===== src/rtl/instr_pkg.sv =====
// Shared constants for the RV32IM instruction encoder: ex_type codes, opcodes,
// funct7 values, the ecall word, FSM state type and small field packers.
package instr_pkg;

  localparam logic [5:0] EX_ADD   = 6'd0;
  localparam logic [5:0] EX_ADDI  = 6'd1;
  localparam logic [5:0] EX_SUB   = 6'd2;
  localparam logic [5:0] EX_AND   = 6'd3;
  localparam logic [5:0] EX_ANDI  = 6'd4;
  localparam logic [5:0] EX_OR    = 6'd5;
  localparam logic [5:0] EX_ORI   = 6'd6;
  localparam logic [5:0] EX_XOR   = 6'd7;
  localparam logic [5:0] EX_XORI  = 6'd8;
  localparam logic [5:0] EX_SLL   = 6'd9;
  localparam logic [5:0] EX_SLLI  = 6'd10;
  localparam logic [5:0] EX_SRL   = 6'd11;
  localparam logic [5:0] EX_SRLI  = 6'd12;
  localparam logic [5:0] EX_SRA   = 6'd13;
  localparam logic [5:0] EX_SRAI  = 6'd14;
  localparam logic [5:0] EX_SLT   = 6'd15;
  localparam logic [5:0] EX_SLTI  = 6'd16;
  localparam logic [5:0] EX_SLTU  = 6'd17;
  localparam logic [5:0] EX_SLTIU = 6'd18;
  localparam logic [5:0] EX_LUI   = 6'd19;
  localparam logic [5:0] EX_LB    = 6'd21;
  localparam logic [5:0] EX_LH    = 6'd22;
  localparam logic [5:0] EX_LW    = 6'd23;
  localparam logic [5:0] EX_LBU   = 6'd24;
  localparam logic [5:0] EX_LHU   = 6'd25;
  localparam logic [5:0] EX_SB    = 6'd26;
  localparam logic [5:0] EX_SH    = 6'd27;
  localparam logic [5:0] EX_SW    = 6'd28;
  localparam logic [5:0] EX_MUL   = 6'd29;
  localparam logic [5:0] EX_MULH  = 6'd30;
  localparam logic [5:0] EX_DIV   = 6'd31;
  localparam logic [5:0] EX_REM   = 6'd32;

  localparam logic [6:0] OP_R      = 7'b0110011;
  localparam logic [6:0] OP_I      = 7'b0010011;
  localparam logic [6:0] OP_LOAD   = 7'b0000011;
  localparam logic [6:0] OP_STORE  = 7'b0100011;
  localparam logic [6:0] OP_LUI    = 7'b0110111;
  localparam logic [6:0] OP_SYSTEM = 7'b1110011;

  localparam logic [6:0] F7_BASE   = 7'b0000000;
  localparam logic [6:0] F7_ALT    = 7'b0100000;
  localparam logic [6:0] F7_MULDIV = 7'b0000001;

  localparam logic [31:0] ECALL = {25'd0, OP_SYSTEM};

  typedef enum logic [1:0] {
    ST_IDLE  = 2'd0,
    ST_RUN   = 2'd1,
    ST_ECALL = 2'd2,
    ST_DONE  = 2'd3
  } state_t;

  function automatic logic [31:0] enc_r(input logic [6:0] f7, input logic [2:0] f3,
                                        input logic [4:0] rd, input logic [4:0] rs1,
                                        input logic [4:0] rs2);
    return {f7, rs2, rs1, f3, rd, OP_R};
  endfunction

  // I-format shape; shift-immediates pass {funct7, shamt} as the 12-bit field.
  function automatic logic [31:0] enc_i(input logic [6:0] opcode, input logic [2:0] f3,
                                        input logic [11:0] imm12, input logic [4:0] rd,
                                        input logic [4:0] rs1);
    return {imm12, rs1, f3, rd, opcode};
  endfunction

  function automatic logic [31:0] enc_s(input logic [2:0] f3, input logic [11:0] imm12,
                                        input logic [4:0] rs1, input logic [4:0] rs2);
    return {imm12[11:5], rs2, rs1, f3, imm12[4:0], OP_STORE};
  endfunction

endpackage


===== src/rtl/instr_encode_comb.sv =====
// Combinational field packer: maps one ex_type request to a 32-bit RV32IM word.
// valid_code is low (and instr zero) for codes with no encoding.
module instr_encode_comb
  import instr_pkg::*;
(
  input  logic [5:0]  ex_type,
  input  logic [4:0]  rd,
  input  logic [4:0]  rs1,
  input  logic [4:0]  rs2,
  input  logic [19:0] imm,
  output logic [31:0] instr,
  output logic        valid_code
);

  logic [11:0] imm12;
  logic [11:0] sh_base;
  logic [11:0] sh_alt;

  assign imm12   = imm[11:0];
  assign sh_base = {F7_BASE, imm[4:0]};
  assign sh_alt  = {F7_ALT, imm[4:0]};

  always_comb begin
    instr      = '0;
    valid_code = 1'b1;
    unique case (ex_type)
      EX_ADD:   instr = enc_r(F7_BASE, 3'b000, rd, rs1, rs2);
      EX_SLL:   instr = enc_r(F7_BASE, 3'b001, rd, rs1, rs2);
      EX_SLT:   instr = enc_r(F7_BASE, 3'b010, rd, rs1, rs2);
      EX_SLTU:  instr = enc_r(F7_BASE, 3'b011, rd, rs1, rs2);
      EX_XOR:   instr = enc_r(F7_BASE, 3'b100, rd, rs1, rs2);
      EX_SRL:   instr = enc_r(F7_BASE, 3'b101, rd, rs1, rs2);
      EX_OR:    instr = enc_r(F7_BASE, 3'b110, rd, rs1, rs2);
      EX_AND:   instr = enc_r(F7_BASE, 3'b111, rd, rs1, rs2);
      EX_SUB:   instr = enc_r(F7_ALT, 3'b000, rd, rs1, rs2);
      EX_SRA:   instr = enc_r(F7_ALT, 3'b101, rd, rs1, rs2);
      EX_MUL:   instr = enc_r(F7_MULDIV, 3'b000, rd, rs1, rs2);
      EX_MULH:  instr = enc_r(F7_MULDIV, 3'b001, rd, rs1, rs2);
      EX_DIV:   instr = enc_r(F7_MULDIV, 3'b100, rd, rs1, rs2);
      EX_REM:   instr = enc_r(F7_MULDIV, 3'b110, rd, rs1, rs2);
      EX_ADDI:  instr = enc_i(OP_I, 3'b000, imm12, rd, rs1);
      EX_SLTI:  instr = enc_i(OP_I, 3'b010, imm12, rd, rs1);
      EX_SLTIU: instr = enc_i(OP_I, 3'b011, imm12, rd, rs1);
      EX_XORI:  instr = enc_i(OP_I, 3'b100, imm12, rd, rs1);
      EX_ORI:   instr = enc_i(OP_I, 3'b110, imm12, rd, rs1);
      EX_ANDI:  instr = enc_i(OP_I, 3'b111, imm12, rd, rs1);
      EX_SLLI:  instr = enc_i(OP_I, 3'b001, sh_base, rd, rs1);
      EX_SRLI:  instr = enc_i(OP_I, 3'b101, sh_base, rd, rs1);
      EX_SRAI:  instr = enc_i(OP_I, 3'b101, sh_alt, rd, rs1);
      EX_LB:    instr = enc_i(OP_LOAD, 3'b000, imm12, rd, rs1);
      EX_LH:    instr = enc_i(OP_LOAD, 3'b001, imm12, rd, rs1);
      EX_LW:    instr = enc_i(OP_LOAD, 3'b010, imm12, rd, rs1);
      EX_LBU:   instr = enc_i(OP_LOAD, 3'b100, imm12, rd, rs1);
      EX_LHU:   instr = enc_i(OP_LOAD, 3'b101, imm12, rd, rs1);
      EX_SB:    instr = enc_s(3'b000, imm12, rs1, rs2);
      EX_SH:    instr = enc_s(3'b001, imm12, rs1, rs2);
      EX_SW:    instr = enc_s(3'b010, imm12, rs1, rs2);
      EX_LUI:   instr = {imm, rd, OP_LUI};
      default:  valid_code = 1'b0;
    endcase
  end

endmodule


===== src/rtl/instr_encoder.sv =====
// Sequential RV32IM encoder: accepts ex_type requests, emits encoded words with
// addresses through one output register stage, and appends ecall after req_last.
module instr_encoder
  import instr_pkg::*;
#(
  parameter int                ADDR_W    = 32,
  parameter logic [ADDR_W-1:0] BASE_ADDR = '0
) (
  input  logic              clk,
  input  logic              rst,
  input  logic              start,
  input  logic              req_valid,
  output logic              req_ready,
  input  logic [5:0]        req_ex_type,
  input  logic [4:0]        req_rd,
  input  logic [4:0]        req_rs1,
  input  logic [4:0]        req_rs2,
  input  logic [19:0]       req_imm,
  input  logic              req_last,
  output logic              out_valid,
  input  logic              out_ready,
  output logic [31:0]       out_instr,
  output logic [ADDR_W-1:0] out_addr,
  output logic              busy,
  output logic              done,
  output logic              err,
  output logic [15:0]       count
);

  // Both ports use valid/ready: a transfer happens on a rising edge where
  // valid & ready are both high; valid and payload must not change while
  // valid is high and ready is low.

  state_t              state_q, state_d;
  logic                out_valid_q, out_valid_d;
  logic [31:0]         out_instr_q, out_instr_d;
  logic [ADDR_W-1:0]   out_addr_q, out_addr_d;
  logic [ADDR_W-1:0]   next_addr_q, next_addr_d;
  logic [15:0]         count_q, count_d;
  logic                err_q, err_d;
  logic                ecall_sent_q, ecall_sent_d;

  logic [31:0]         enc_instr;
  logic                enc_valid;
  logic                out_fire;
  logic                req_fire;
  logic                slot_free;

  instr_encode_comb u_encode (
    .ex_type    (req_ex_type),
    .rd         (req_rd),
    .rs1        (req_rs1),
    .rs2        (req_rs2),
    .imm        (req_imm),
    .instr      (enc_instr),
    .valid_code (enc_valid)
  );

  assign out_fire  = out_valid_q & out_ready;
  assign slot_free = ~out_valid_q | out_ready;
  assign req_ready = (state_q == ST_RUN) & slot_free;
  assign req_fire  = req_valid & req_ready;

  always_comb begin
    state_d      = state_q;
    out_valid_d  = out_valid_q;
    out_instr_d  = out_instr_q;
    out_addr_d   = out_addr_q;
    next_addr_d  = next_addr_q;
    count_d      = count_q;
    err_d        = err_q;
    ecall_sent_d = ecall_sent_q;

    if (out_fire) begin
      out_valid_d = 1'b0;
      count_d     = count_q + 16'd1;
    end

    unique case (state_q)
      ST_IDLE, ST_DONE: begin
        if (start) begin
          state_d      = ST_RUN;
          count_d      = '0;
          err_d        = 1'b0;
          next_addr_d  = BASE_ADDR;
          ecall_sent_d = 1'b0;
        end
      end
      ST_RUN: begin
        if (req_fire) begin
          if (enc_valid) begin
            out_valid_d = 1'b1;
            out_instr_d = enc_instr;
            out_addr_d  = next_addr_q;
            next_addr_d = next_addr_q + ADDR_W'(4);
          end else begin
            err_d = 1'b1;
          end
          if (req_last) state_d = ST_ECALL;
        end
      end
      ST_ECALL: begin
        // The ecall waits for the register to drain, then DONE follows its own accept.
        if (!ecall_sent_q) begin
          if (slot_free) begin
            out_valid_d  = 1'b1;
            out_instr_d  = ECALL;
            out_addr_d   = next_addr_q;
            next_addr_d  = next_addr_q + ADDR_W'(4);
            ecall_sent_d = 1'b1;
          end
        end else if (out_fire) begin
          state_d = ST_DONE;
        end
      end
      default: state_d = ST_IDLE;
    endcase
  end

  always_ff @(posedge clk) begin
    if (rst) begin
      state_q      <= ST_IDLE;
      out_valid_q  <= 1'b0;
      out_instr_q  <= '0;
      out_addr_q   <= BASE_ADDR;
      next_addr_q  <= BASE_ADDR;
      count_q      <= '0;
      err_q        <= 1'b0;
      ecall_sent_q <= 1'b0;
    end else begin
      state_q      <= state_d;
      out_valid_q  <= out_valid_d;
      out_instr_q  <= out_instr_d;
      out_addr_q   <= out_addr_d;
      next_addr_q  <= next_addr_d;
      count_q      <= count_d;
      err_q        <= err_d;
      ecall_sent_q <= ecall_sent_d;
    end
  end

  assign out_valid = out_valid_q;
  assign out_instr = out_instr_q;
  assign out_addr  = out_addr_q;
  assign count     = count_q;
  assign err       = err_q;
  assign busy      = (state_q == ST_RUN) | (state_q == ST_ECALL);
  assign done      = (state_q == ST_DONE);

endmodule


===== config.mk =====
export PLATFORM = sky130hd
export DESIGN_NAME = instr_encoder
export DESIGN_NICKNAME = d
export VERILOG_FILES = /design/src/rtl/instr_pkg.sv /design/src/rtl/instr_encode_comb.sv /design/src/rtl/instr_encoder.sv
export SDC_FILE = /design/constraint.sdc
export NUM_CORES = 1
export LEC_CHECK = 0
export CAP_MARGIN = 20
export CORE_MARGIN = 1
export CORE_UTILIZATION = 40
export DETAILED_ROUTE_END_ITERATION = 12
export PLACE_DENSITY = 0.73
export SLEW_MARGIN = 15
export SYNTH_ARGS = -nofsm -noshare
export SYNTH_HDL_FRONTEND = slang
export SYNTH_SLANG_ARGS = --single-unit
export TNS_END_PERCENT = 1

===== constraint.sdc =====
create_clock -name clk -period 2.4 [get_ports clk]
set_input_delay 0.48 -clock clk [delete_from_list [all_inputs] [get_ports clk]]
set_output_delay 0.48 -clock clk [all_outputs]
set_load 0.005 [all_outputs]

==> results.py <==
metrics = {
    "status": {
        "status": "complete, no violations",
    },
    "clock_network": {
        "clock-sinks": 111,
        "clkTransAtPathRegs_ns": 0.07,
        "cts_tree": "built",
        "numCtsBuffers": 9,
        "clkLatencyLatePin_ns": 0.36,
        "cts_htree_levels": 3,
        "root_buffer": "clkbuf_16",
        "hold_buffers": 0,
        "clock_path_buffers": 2,
    },
    "placed_design": {
        "dp_cells": 997,
        "port_buffers": 128,
        "gp_congestion": 0.881,
        "post-dp-hpwl_um": 11800,
    },
    "logic_synthesis": {
        "synth_area_leaders": "dfxtp_1 40%, nand2_1 7.0%, a21oi_1 6.9%, o21ai_0 3.3%, nor2_1 2.8%",
        "ys_seq_elements": 111,
        "syn_avg_cell_area_um2": 8.05,
        "synth_async_sr_flop_share": 0,
        "yosys.area.top_type": "dfxtp_1",
        "synth_ff_type": "dfxtp_1",
        "synth_area_um2": 5540,
        "synthCells": 688,
        "post-synth-top-area-fraction": 0.401,
        "ys_seq_area_frac": 0.401,
        "synth_cell_type_count": 67,
        "ys_warn_count": 0,
        "synth_edf_count": 0,
        "synth.most_common_cell": "dfxtp_1",
        "synthTopCellsByCount": "111 x dfxtp_1, 104 x nand2_1, 76 x a21oi_1",
    },
    "routing": {
        "via_per_inst": 5.71,
        "drtIter0Drc": 368,
        "routed_wl_um": 16100,
        "drc": 0,
        "wl_per_cell_um": 15.9,
        "num_vias": 5784,
        "dr.pass1.iters": 5,
        "ant_nets": 0,
    },
    "global_route": {
        "grt_pass1_vias": 5636,
        "grt_use_met2": 0.402,
        "grt_max_degree": 40,
        "met1_usage": 0.262,
        "grt_overflow": 0,
        "grt.met3_usage": 0.0585,
        "grt_pass1_wl_um": 26400,
        "grtUsageTotal": 0.228,
        "busiest_layer": "met2",
        "grt_antenna_before_repair": 0,
    },
    "worst_setup_path": {
        "worstReg2RegStart": "state_q[0]$_SDFFE_PP0P_",
        "worstSetupPathType": "reg -> out",
        "r2r_end": "next_addr_q[14]$_SDFFE_PP0P_",
        "cp_cell_sequence": "inv_1, ha_1, inv_1, clkdlybuf4s50_1",
        "cp_data_required_time_ns": 1.92,
        "critical_path_arrival_ns": 1.83,
        "cpMostUsedCell": "inv_1",
        "crit_start": "state_q[0]$_SDFFE_PP0P_",
        "reg2reg_depth": 8,
        "cpPeakStageDelay_ns": 0.55,
        "cp_max_fo": 6,
        "slowest_stage": "clkdlybuf4s50_1",
        "startpoint_type": "register",
        "cp-end-kind": "output pin",
        "rrSetupSlack_ns": 0.17,
    },
    "die": {
        "fp-row-count": 42,
        "core-area_um2": 13300,
        "start_util": 0.415,
        "num_io_pins": 132,
        "die_w_um": 120,
        "die_area_um2": 14300,
        "die_h_um": 120,
    },
    "cells_and_area": {
        "instances_no_fill": 1013,
        "drive_gt1_frac": 0.110,
        "antenna_cells": 0,
        "area_growth_pct": 38.0,
        "nets": 885,
        "fin_util": 0.572,
    },
    "timing": {
        "fin_worst_skew_ns": 0.0101,
        "slew-limit-headroom": 0.651,
        "rsz0062_at_grt": "no",
        "worst_pin_slew_ns": 0.523,
        "clock.fmax_ghz": 0.433,
        "timing.final.crit_share": 0.961,
        "setup-violations-final": 0,
        "slew_viol_final": 0,
        "post-route-min-period_ns": 2.31,
        "hold_violations": 0,
    },
    "pwr": {
        "peakVddDrop_mv": 0.498,
        "powerDensity_nw_per_um2": 871,
        "combPwrFrac": 0.435,
        "clkPwrFrac": 0.238,
        "total_leakage_power_uw": 0.00272,
        "switching_share": 0.375,
        "power_frac_seq": 0.327,
        "switching_power_uw": 2490,
        "internal_power_uw": 4160,
    },
    "worst_hold_path": {
        "hp-start": "out_addr[7]$_SDFFE_PP0P_",
        "hold_path_depth": 2,
        "hold_path_class": "reg -> reg",
        "min_to": "out_addr[7]$_SDFFE_PP0P_",
    },
    "run": {
        "max_cap_violations": 0,
    },
}
## area by class of cell
type | instances | area, um^2
clock inverters | 6 | 73.8
multi-input cells | 509 | 3040
fillers | 1214 | 5710
clock buffers | 10 | 239
inverters | 13 | 48.8
repair buffers | 188 | 1790
flip-flops and latches | 111 | 2220
well taps | 176 | 220
## cell families (layout without fill, tap and decap cells)
| family | Yosys count | after routing | share of synthesized area |
|---|---|---|---|
| DFF | 111 | 111 | 0.401 |
| muxes | 7 | 7 | 0.0127 |
| AOI/OAI and AO/OA | 215 | 215 | 0.253 |
| buffers and inverters | 70 | 217 | 0.0545 |
| adders and majority gates | 6 | 6 | 0.0136 |
| and+or+nand+nor | 260 | 260 | 0.236 |
| xor gates and xnor gates | 18 | 18 | 0.0285 |
| other | 1 | 3 | 0.000677 |
## power by group through the flow
stage	registers (uW)	logic, uW	clock network, uW
after floorplan	2190	1570	0
after global placement	2200	2790	0
after CTS	2170	2870	1610
after global routing	2200	3160	1680
after detailed placement	2210	2860	0
final	2180	2890	1590
## how the worst max path moves through the flow
stage / endpoint / slack [ns] / depth (start not counted)
2_1_floorplan: next_addr_q[18]$_SDFFE_PP0P_ / 0.18 / 8
3_3_place_gp: out_instr[23]$_SDFFE_PP0P_ / -0.24 / 7
3_5_place_dp: out_instr[20]$_SDFFE_PP0P_ / -0.32 / 7
4_1_cts: busy / 0.02 / 4
5_1_grt: busy / 0.02 / 4
6_report: busy / 0.09 / 4
## layer usage
layer / part of all wire / vias up
met2: 0.51 / 222
li1: - / 2795
met4: 0.022 / 0
met1: 0.40 / 2738
met3: 0.066 / 29
met5: 0 / -
## what timing repair did
item / 4_1_cts / 5_1_grt
endpoints found under the setup margin: 0 / 16
setup buffers: 0 / 0
resized for setup: 0 / 5
## critical path, delay by kind of cell, from the launching register on
kind / cells / cell delay, ns
flip-flops: 1 / 0.37
adder cells (fa/ha/maj): 1 / 0.36
buffers and inverters: 3 / 0.75
## metrics by stage
| step | total power (uW) | worst slack (ns) | cell area, um^2 | setup TNS (ns) | hold WS, ns |
|---|---|---|---|---|---|
| after floorplan | 3760 | 0.175 | 5550 | 0 | 0.446 |
| after global placement | 5000 | -0.241 | 7310 | -11.06 | 0.443 |
| after detailed placement | 5070 | -0.319 | 7310 | -17.15 | 0.448 |
| after CTS | 6660 | 0.0217 | 7620 | 0 | 0.459 |
| after global routing | 7040 | 0.0197 | 7640 | 0 | 0.472 |
| final | 6660 | 0.0926 | 7640 | 0 | 0.457 |
## state kept, by name, indices dropped and copies added (netlist names)
register	count
out_addr	30
out_valid	1
next_addr_q	30
state_q	2
err	1
ecall_sent_q	1
count	16
out_instr	30
## cell usage in the layout (no fill, tap or decap), types with 3 or more instances in the layout
master           instances
o2bb2ai_1               12
buf_12                   5
clkdlybuf4s50_1        128
and3_1                   6
a21oi_1                 76
xnor2_1                  3
o22ai_1                  3
a21o_1                   8
nor4_1                   6
nor3_1                   9
ha_1                     5
nand2b_1                11
a22oi_1                 13
a31oi_1                 16
inv_1                   13
nand3_1                 24
conb_1                   3
or4_1                    3
nand2_1                104
clkbuf_16                9
buf_4                   55
or3_1                    3
a22o_1                   5
o211ai_1                 3
and4_1                   7
xor2_1                  15
mux2i_1                  7
nor2b_1                  7
nor2_1                  41
a221o_1                  3
nand4_1                 15
a211oi_1                 3
and2_1                   5
o21ai_0                 37
dfxtp_1                110
a32oi_1                 12
(Power assumes the default switching activity.)
